`config.mk`:
```
export PLATFORM = sky130hd
export DESIGN_NAME = serial_to_parallel
export DESIGN_NICKNAME = d
export VERILOG_FILES = /design/src/rtl/serial_to_parallel.sv
export SDC_FILE = /design/constraint.sdc
export NUM_CORES = 1
export LEC_CHECK = 0
export BUFFER_PORTS_ARGS = -buffer_cell sky130_fd_sc_hd__buf_2
export CORE_ASPECT_RATIO = 0.5
export CORE_MARGIN = 3
export CORE_UTILIZATION = 55
export DETAILED_ROUTE_END_ITERATION = 10
export HOLD_SLACK_MARGIN = 0.08
export PLACE_DENSITY_LB_ADDON = 0.25
export SLEW_MARGIN = 0
export SYNTH_ARGS = -nofsm -noshare
export SYNTH_HDL_FRONTEND = slang
export SYNTH_SLANG_ARGS = --single-unit
```
`constraint.sdc`:
```
create_clock -name clk_i -period 2.52 [get_ports clk_i]
set_input_delay 0 -clock clk_i [delete_from_list [all_inputs] [get_ports clk_i]]
set_output_delay 0 -clock clk_i [all_outputs]
set_load 0.02 [all_outputs]
```
`src/rtl/serial_to_parallel.sv`:
```
// Serial command frame receiver that issues single-beat parallel bus requests.
// Optional S2P_PARITY_CHECK_EN drops command frames whose parity bit is wrong.

package bus_pkg;

    localparam int ADDR_W = 14;
    localparam int DATA_W = 8;

    typedef enum logic [1:0] {
        CMD_READ        = 2'b00,
        CMD_WRITE       = 2'b01,
        CMD_SPLIT_START = 2'b10,
        CMD_RSVD        = 2'b11
    } cmd_e;

endpackage

module serial_to_parallel #(
    parameter int ADDR_WIDTH  = bus_pkg::ADDR_W,
    parameter int DATA_WIDTH  = bus_pkg::DATA_W,
    parameter int FRAME_WIDTH = 27
) (
    input  logic                  clk_i,
    input  logic                  rst_i,
    input  logic                  sdata_i,
    input  logic                  sclk_i,
    input  logic                  svalid_i,
    output logic                  sready_o,
    output logic                  sdata_o,
    output logic                  sclk_resp_o,
    output logic                  svalid_resp_o,
    output logic                  valid_o,
    output logic [ADDR_WIDTH-1:0] addr_o,
    output logic [DATA_WIDTH-1:0] wdata_o,
    output logic                  we_o,
    input  logic                  ready_i,
    input  logic [DATA_WIDTH-1:0] rdata_i,
    input  logic                  err_i
);

    localparam int STOP   = 0;
    localparam int PAR    = 1;
    localparam int DLSB   = 2;
    localparam int DMSB   = DLSB + DATA_WIDTH - 1;
    localparam int ALSB   = DMSB + 1;
    localparam int AMSB   = ALSB + ADDR_WIDTH - 1;
    localparam int CLSB   = AMSB + 1;
    localparam int CMSB   = CLSB + 1;
    localparam int START  = CMSB + 1;
    localparam int CW     = $clog2(FRAME_WIDTH + 1);
    localparam int RESP_W = DATA_WIDTH + 4;
    localparam int TW     = $clog2(RESP_W);

    typedef enum logic [2:0] {
        S_IDLE,
        S_RX,
        S_CHECK,
        S_REQ,
        S_TX
    } state_e;

    state_e state;

    logic [1:0] sclk_sync;
    logic [1:0] sdata_sync;
    logic [1:0] svalid_sync;
    logic       sclk_d;
    logic       strobe;
    logic       sdata_s;
    logic       svalid_s;

    logic [FRAME_WIDTH-1:0] shreg;
    logic [CW-1:0]          rx_cnt;
    logic [RESP_W-1:0]      resp_sr;
    logic [TW-1:0]          tx_cnt;
    logic [1:0]             phase;

    bus_pkg::cmd_e          cmd;
    logic                   par_ok;
    logic                   frame_ok;
    logic [DATA_WIDTH-1:0]  rsp_data;
    logic [RESP_W-1:0]      resp_word;

    always_ff @(posedge clk_i) begin
        if (rst_i) begin
            sclk_sync   <= '0;
            sdata_sync  <= '0;
            svalid_sync <= '0;
            sclk_d      <= 1'b0;
        end else begin
            sclk_sync   <= {sclk_sync[0], sclk_i};
            sdata_sync  <= {sdata_sync[0], sdata_i};
            svalid_sync <= {svalid_sync[0], svalid_i};
            sclk_d      <= sclk_sync[1];
        end
    end

    assign sdata_s  = sdata_sync[1];
    assign svalid_s = svalid_sync[1];
    assign strobe   = sclk_sync[1] & ~sclk_d;

    assign cmd = bus_pkg::cmd_e'(shreg[CMSB:CLSB]);

`ifdef S2P_PARITY_CHECK_EN
    assign par_ok = (^shreg[CMSB:DLSB]) == shreg[PAR];
`else
    logic unused_par;
    assign unused_par = shreg[PAR];
    assign par_ok     = 1'b1;
`endif

    assign frame_ok = shreg[START] & shreg[STOP]
                    & (cmd != bus_pkg::CMD_RSVD) & par_ok;

    // Writes never echo data back, whatever the slave drives on rdata_i.
    assign rsp_data  = we_o ? '0 : rdata_i;
    assign resp_word = {1'b1, err_i, rsp_data, ^{err_i, rsp_data}, 1'b1};

    always_ff @(posedge clk_i) begin
        if (rst_i) begin
            state         <= S_IDLE;
            shreg         <= '0;
            rx_cnt        <= '0;
            resp_sr       <= '0;
            tx_cnt        <= '0;
            phase         <= '0;
            sready_o      <= 1'b0;
            sdata_o       <= 1'b0;
            sclk_resp_o   <= 1'b0;
            svalid_resp_o <= 1'b0;
            valid_o       <= 1'b0;
            addr_o        <= '0;
            wdata_o       <= '0;
            we_o          <= 1'b0;
        end else begin
            unique case (state)
                S_IDLE: begin
                    sready_o <= 1'b1;
                    if (strobe && svalid_s && sdata_s) begin
                        shreg    <= {{(FRAME_WIDTH-1){1'b0}}, 1'b1};
                        rx_cnt   <= CW'(1);
                        state    <= S_RX;
                        sready_o <= 1'b0;
                    end
                end
                S_RX: begin
                    if (!svalid_s) begin
                        state    <= S_IDLE;
                        sready_o <= 1'b1;
                    end else if (strobe) begin
                        shreg  <= {shreg[FRAME_WIDTH-2:0], sdata_s};
                        rx_cnt <= rx_cnt + CW'(1);
                        if (rx_cnt == CW'(FRAME_WIDTH - 1))
                            state <= S_CHECK;
                    end
                end
                S_CHECK: begin
                    if (frame_ok) begin
                        state   <= S_REQ;
                        valid_o <= 1'b1;
                        addr_o  <= shreg[AMSB:ALSB];
                        we_o    <= (cmd != bus_pkg::CMD_READ);
                        wdata_o <= (cmd == bus_pkg::CMD_READ)
                                   ? '0 : shreg[DMSB:DLSB];
                    end else begin
                        state    <= S_IDLE;
                        sready_o <= 1'b1;
                    end
                end
                S_REQ: begin
                    if (ready_i) begin
                        state         <= S_TX;
                        valid_o       <= 1'b0;
                        resp_sr       <= resp_word;
                        sdata_o       <= resp_word[RESP_W-1];
                        svalid_resp_o <= 1'b1;
                        sclk_resp_o   <= 1'b0;
                        phase         <= '0;
                        tx_cnt        <= '0;
                    end
                end
                S_TX: begin
                    // Four clk_i per bit: phases 0-1 low, 2-3 high.
                    phase <= phase + 2'd1;
                    if (phase == 2'd3) begin
                        sclk_resp_o <= 1'b0;
                        if (tx_cnt == TW'(RESP_W - 1)) begin
                            state         <= S_IDLE;
                            svalid_resp_o <= 1'b0;
                            sdata_o       <= 1'b0;
                            sready_o      <= 1'b1;
                        end else begin
                            tx_cnt  <= tx_cnt + TW'(1);
                            resp_sr <= {resp_sr[RESP_W-2:0], 1'b0};
                            sdata_o <= resp_sr[RESP_W-2];
                        end
                    end else begin
                        sclk_resp_o <= (phase != 2'd0);
                    end
                end
                default: begin
                    state <= S_IDLE;
                end
            endcase
        end
    end

endmodule

```
==> key figures <==
Outcome
  • Outcome: finished clean

Floorplan
  • Die Ht: 62.7 µm
  • CORE AREA: slightly below 0.006 mm²
  • Top-Level Pins: 43
  • Starting density of the core: 0.605
  • Full die area: 0.00749 mm²
  • Die width: between 100 and 150 µm
  • Rows: 19

Yosys
  • FF+latch count, synth: 86
  • Mean Syn Cell Area: between 9 and 10 µm²
  • Synthesized cell area: around 0.0035 mm²
  • Sequential area share after synthesis: 0.487
  • Post-synth ARST share: 0
  • Post-synth EDFFs: 0
  • Synth Net Count: approximately 400
  • Yosys cell types: 44
  • Post-Syn Instances: between 300 and 400
  • Top FF cell, synth: dfxtp_1
  • Synth Warn #: 0

Clock tree
  • Hold bufs inserted after CTS: 6
  • CTS buffer count: 9
  • Root Driver: clkbuf_16
  • Postcts setup bufs: 0
  • H-tree Lvls: 3
  • Clk_lat worst skew: approximately 340 ps
  • Maximum buffer depth of the clock tree: 2
  • Cts repair resizes: 0
  • Clock Pin Slew Worst Setup and Hold Paths: approximately 60 ps
  • CTS tree: built
  • Num Clock Sinks: 86

Setup path
  • Worst-path fanout max: 28
  • Reg2reg setup slack: 590 ps
  • CP startpoint kind: register
  • Critical path type: reg2reg
  • R2R depth: 4
  • CP Data Arrival Time: 2150 ps
  • Worst R2R Start: state[0]
  • Critical Path End Type: register
  • Worst flop-to-flop path endpoint: shreg[19]
  • Critical Path RT: 2740 ps

Cells and area
  • Layout area overhead: 16.5%
  • Antenna Cells: 0
  • Number of fill cells: 465
  • Nets: 442
  • Fraction of layout cells with a size suffix above 1: 0.208

Hold path
  • Hold depth: 4
  • Hold Path Origin: rdata_i[1]
  • Hold WC Path Type: in2reg
  • Hold path endpoint: resp_sr[3]

Routing
  • Final ANT Viol Nets: 0
  • Drt total wl: 7510 µm
  • TritonRoute pass-1 iters: 5
  • Vias: between 2k and 3k
  • DR WL/cell: between 10 and 15 µm
  • Drt drc: 0
  • First DRT Iteration DRCs: approximately 170
  • Vias per cell: about 5.7

Pwr
  • Internal: 2.22 mW
  • P_leak: 1.53 nW
  • Sw Ratio: 0.202
  • Combinational share of power: 0.032
  • Design Power: 2.79 mW
  • P per Cell Area: about 680 mW/mm²
  • Sequential Power Share: 0.492
  • Net switching power figure: about 560 µW
  • Maximum vdd drop: 514 µV
  • Clock share of power: 0.476

Timing
  • Slew Limit Fails: 0
  • Final period util: 0.766
  • Hold Violations, Final: 0
  • Setup TNS: 0 ps
  • Rel. slew slack: 0.435
  • Fmax: just over 500 MHz
  • Setup Viol. Count Final: 0
  • Clock skew: ~4.3 ps
  • Final Critical Period: ~1900 ps
  • Worst slew pin tran: 848 ps
  • RSZ-0062 raised after global routing: false

GRT
  • Total gr overflow: 0
  • GRT Overall Usage: 0.214
  • Vias in the first global route: roughly 2.8k
  • Initial antenna violation count: 0
  • Global-route wire length before repair: 13000 µm
  • Largest net degree at the start of global routing: 50

Placement
  • Routability cong.: ~0.8
  • Half-perimeter wire length after placement: 4890 µm
  • Port Buffer Count: 42

Job
  • Maxcap violations: 0
[Yosys cell counts (all sizes together) (3+ instances only)]
| cell | number | area [µm²] |
|---|---|---|
| a211oi | 11 | 113 |
| a21oi | 36 | 180 |
| a22oi | 26 | 195 |
| and3 | 9 | 56.3 |
| buf | 17 | 113 |
| clkbuf | 10 | 37.5 |
| dfxtp | 86 | 1720 |
| ha | 4 | 50.1 |
| inv | 4 | 15.0 |
| nand2 | 45 | 169 |
| nand3 | 13 | 65.1 |
| nand4 | 7 | 56.3 |
| nor2 | 52 | 195 |
| nor2b | 10 | 62.6 |
| nor3 | 15 | 125 |
| or2 | 3 | 18.8 |
| xnor2 | 7 | 61.3 |
| xor2 | 5 | 43.8 |
[registers in the layout, indices dropped and copies added (netlist names)]
| register | flops |
|---|---|
| valid_o | 1 |
| sclk_d | 1 |
| phase | 2 |
| sdata_o | 1 |
| rx_cnt | 5 |
| wdata_o | 8 |
| svalid_resp_o | 1 |
| sdata_sync | 2 |
| tx_cnt | 4 |
| resp_sr | 11 |
| addr_o | 14 |
| we_o | 1 |
| sready_o | 1 |
| state | 3 |
| svalid_sync | 2 |
| sclk_sync | 2 |
| shreg | 27 |
[cells by family after synthesis]
logic type | share of synthesized area
xor gates and xnor gates | 0.0297
buffers and inverters | 0.0467
adders and majority gates | 0.0141
and+or+nand+nor | 0.252
AOI/OAI and AO/OA | 0.171
DFF | 0.487
[layout by cell type, fill, tap and decap left out, types with 3 or more instances in the layout]
cell type / Yosys / routed
a211oi_1: 5 / 5
clkbuf_16: 0 / 9
nand2_1: 45 / 45
a22oi_1: 26 / 26
xnor2_1: 7 / 7
nor2_1: 52 / 52
ha_1: 4 / 4
inv_1: 4 / 4
buf_2: 9 / 42
a211oi_2: 6 / 6
buf_4: 4 / 5
and3_1: 9 / 9
dfxtp_1: 86 / 86
nor2b_1: 10 / 10
nor3_1: 5 / 5
or2_2: 3 / 3
nand3_1: 13 / 13
a21oi_1: 36 / 36
xor2_1: 5 / 5
nor3_2: 10 / 10
dlygate4sd3_1: 0 / 6
nand4_1: 5 / 5
[metal layers]
layer	global-route usage	vias up	share of wire
met1	0.239	1407	0.45
met2	0.378	57	0.49
met5	0	-	0
met3	0.0741	9	0.046
li1	-	1428	-
met4	0.0785	0	0.012
[through the flow]
stage / setup WS [ps] / util / hold slack (ps) / cells / cell area (µm²)
after global routing: 395 / 0.705 / 116 / 512 / 4120
after global placement: 710 / 0.643 / 210 / 490 / 3760
final: 590 / 0.705 / 96.0 / 512 / 4120
after CTS: 612 / 0.705 / 82.9 / 512 / 4120
after floorplan: 1030 / - / 128 / 385 / 3540
after detailed placement: 628 / 0.643 / 217 / 490 / 3760
[power groups by stage]
stage | sequential (mW) | clock (mW) | combinational [mW]
after global routing | 1.37 | 1.41 | 0.0964
after CTS | 1.37 | 1.35 | 0.0881
final | 1.37 | 1.33 | 0.0882
after global placement | 1.40 | 0 | 0.0770
after detailed placement | 1.40 | 0 | 0.0800
after floorplan | 1.40 | 0 | 0.0531
[worst max path at each step]
| stage | cells past startpoint | from | slack, ps | to |
|---|---|---|---|---|
| after floorplan | 7 | tx_cnt[0] | 1030 | tx_cnt[0] |
| after global placement | 4 | state[0] | 710 | rx_cnt[1] |
| after detailed placement | 4 | state[0] | 630 | shreg[19] |
| after CTS | 4 | state[0] | 610 | shreg[19] |
| after global routing | 4 | state[0] | 400 | shreg[19] |
| final | 4 | state[0] | 590 | shreg[19] |
[cell type report]
type                            instances  area, µm²  area share
Tap cell                               84        105      0.0255
Clock inverter                          3       42.5      0.0103
Timing Repair Buffer                   54        328      0.0795
Inverter                                4       15.0     0.00364
Clock buffer                           13        260      0.0631
Multi-Input combinational cell        268       1650       0.400
Sequential cell                        86       1720       0.417
[worst max-delay path: stages (launching register included)]
cell and delay, ps:
dfxtp_1 600, or2_2 210, nand4_2 540, a22oi_1 390
nor2_1 60
Note: power is estimated with default switching activity, not from simulation.
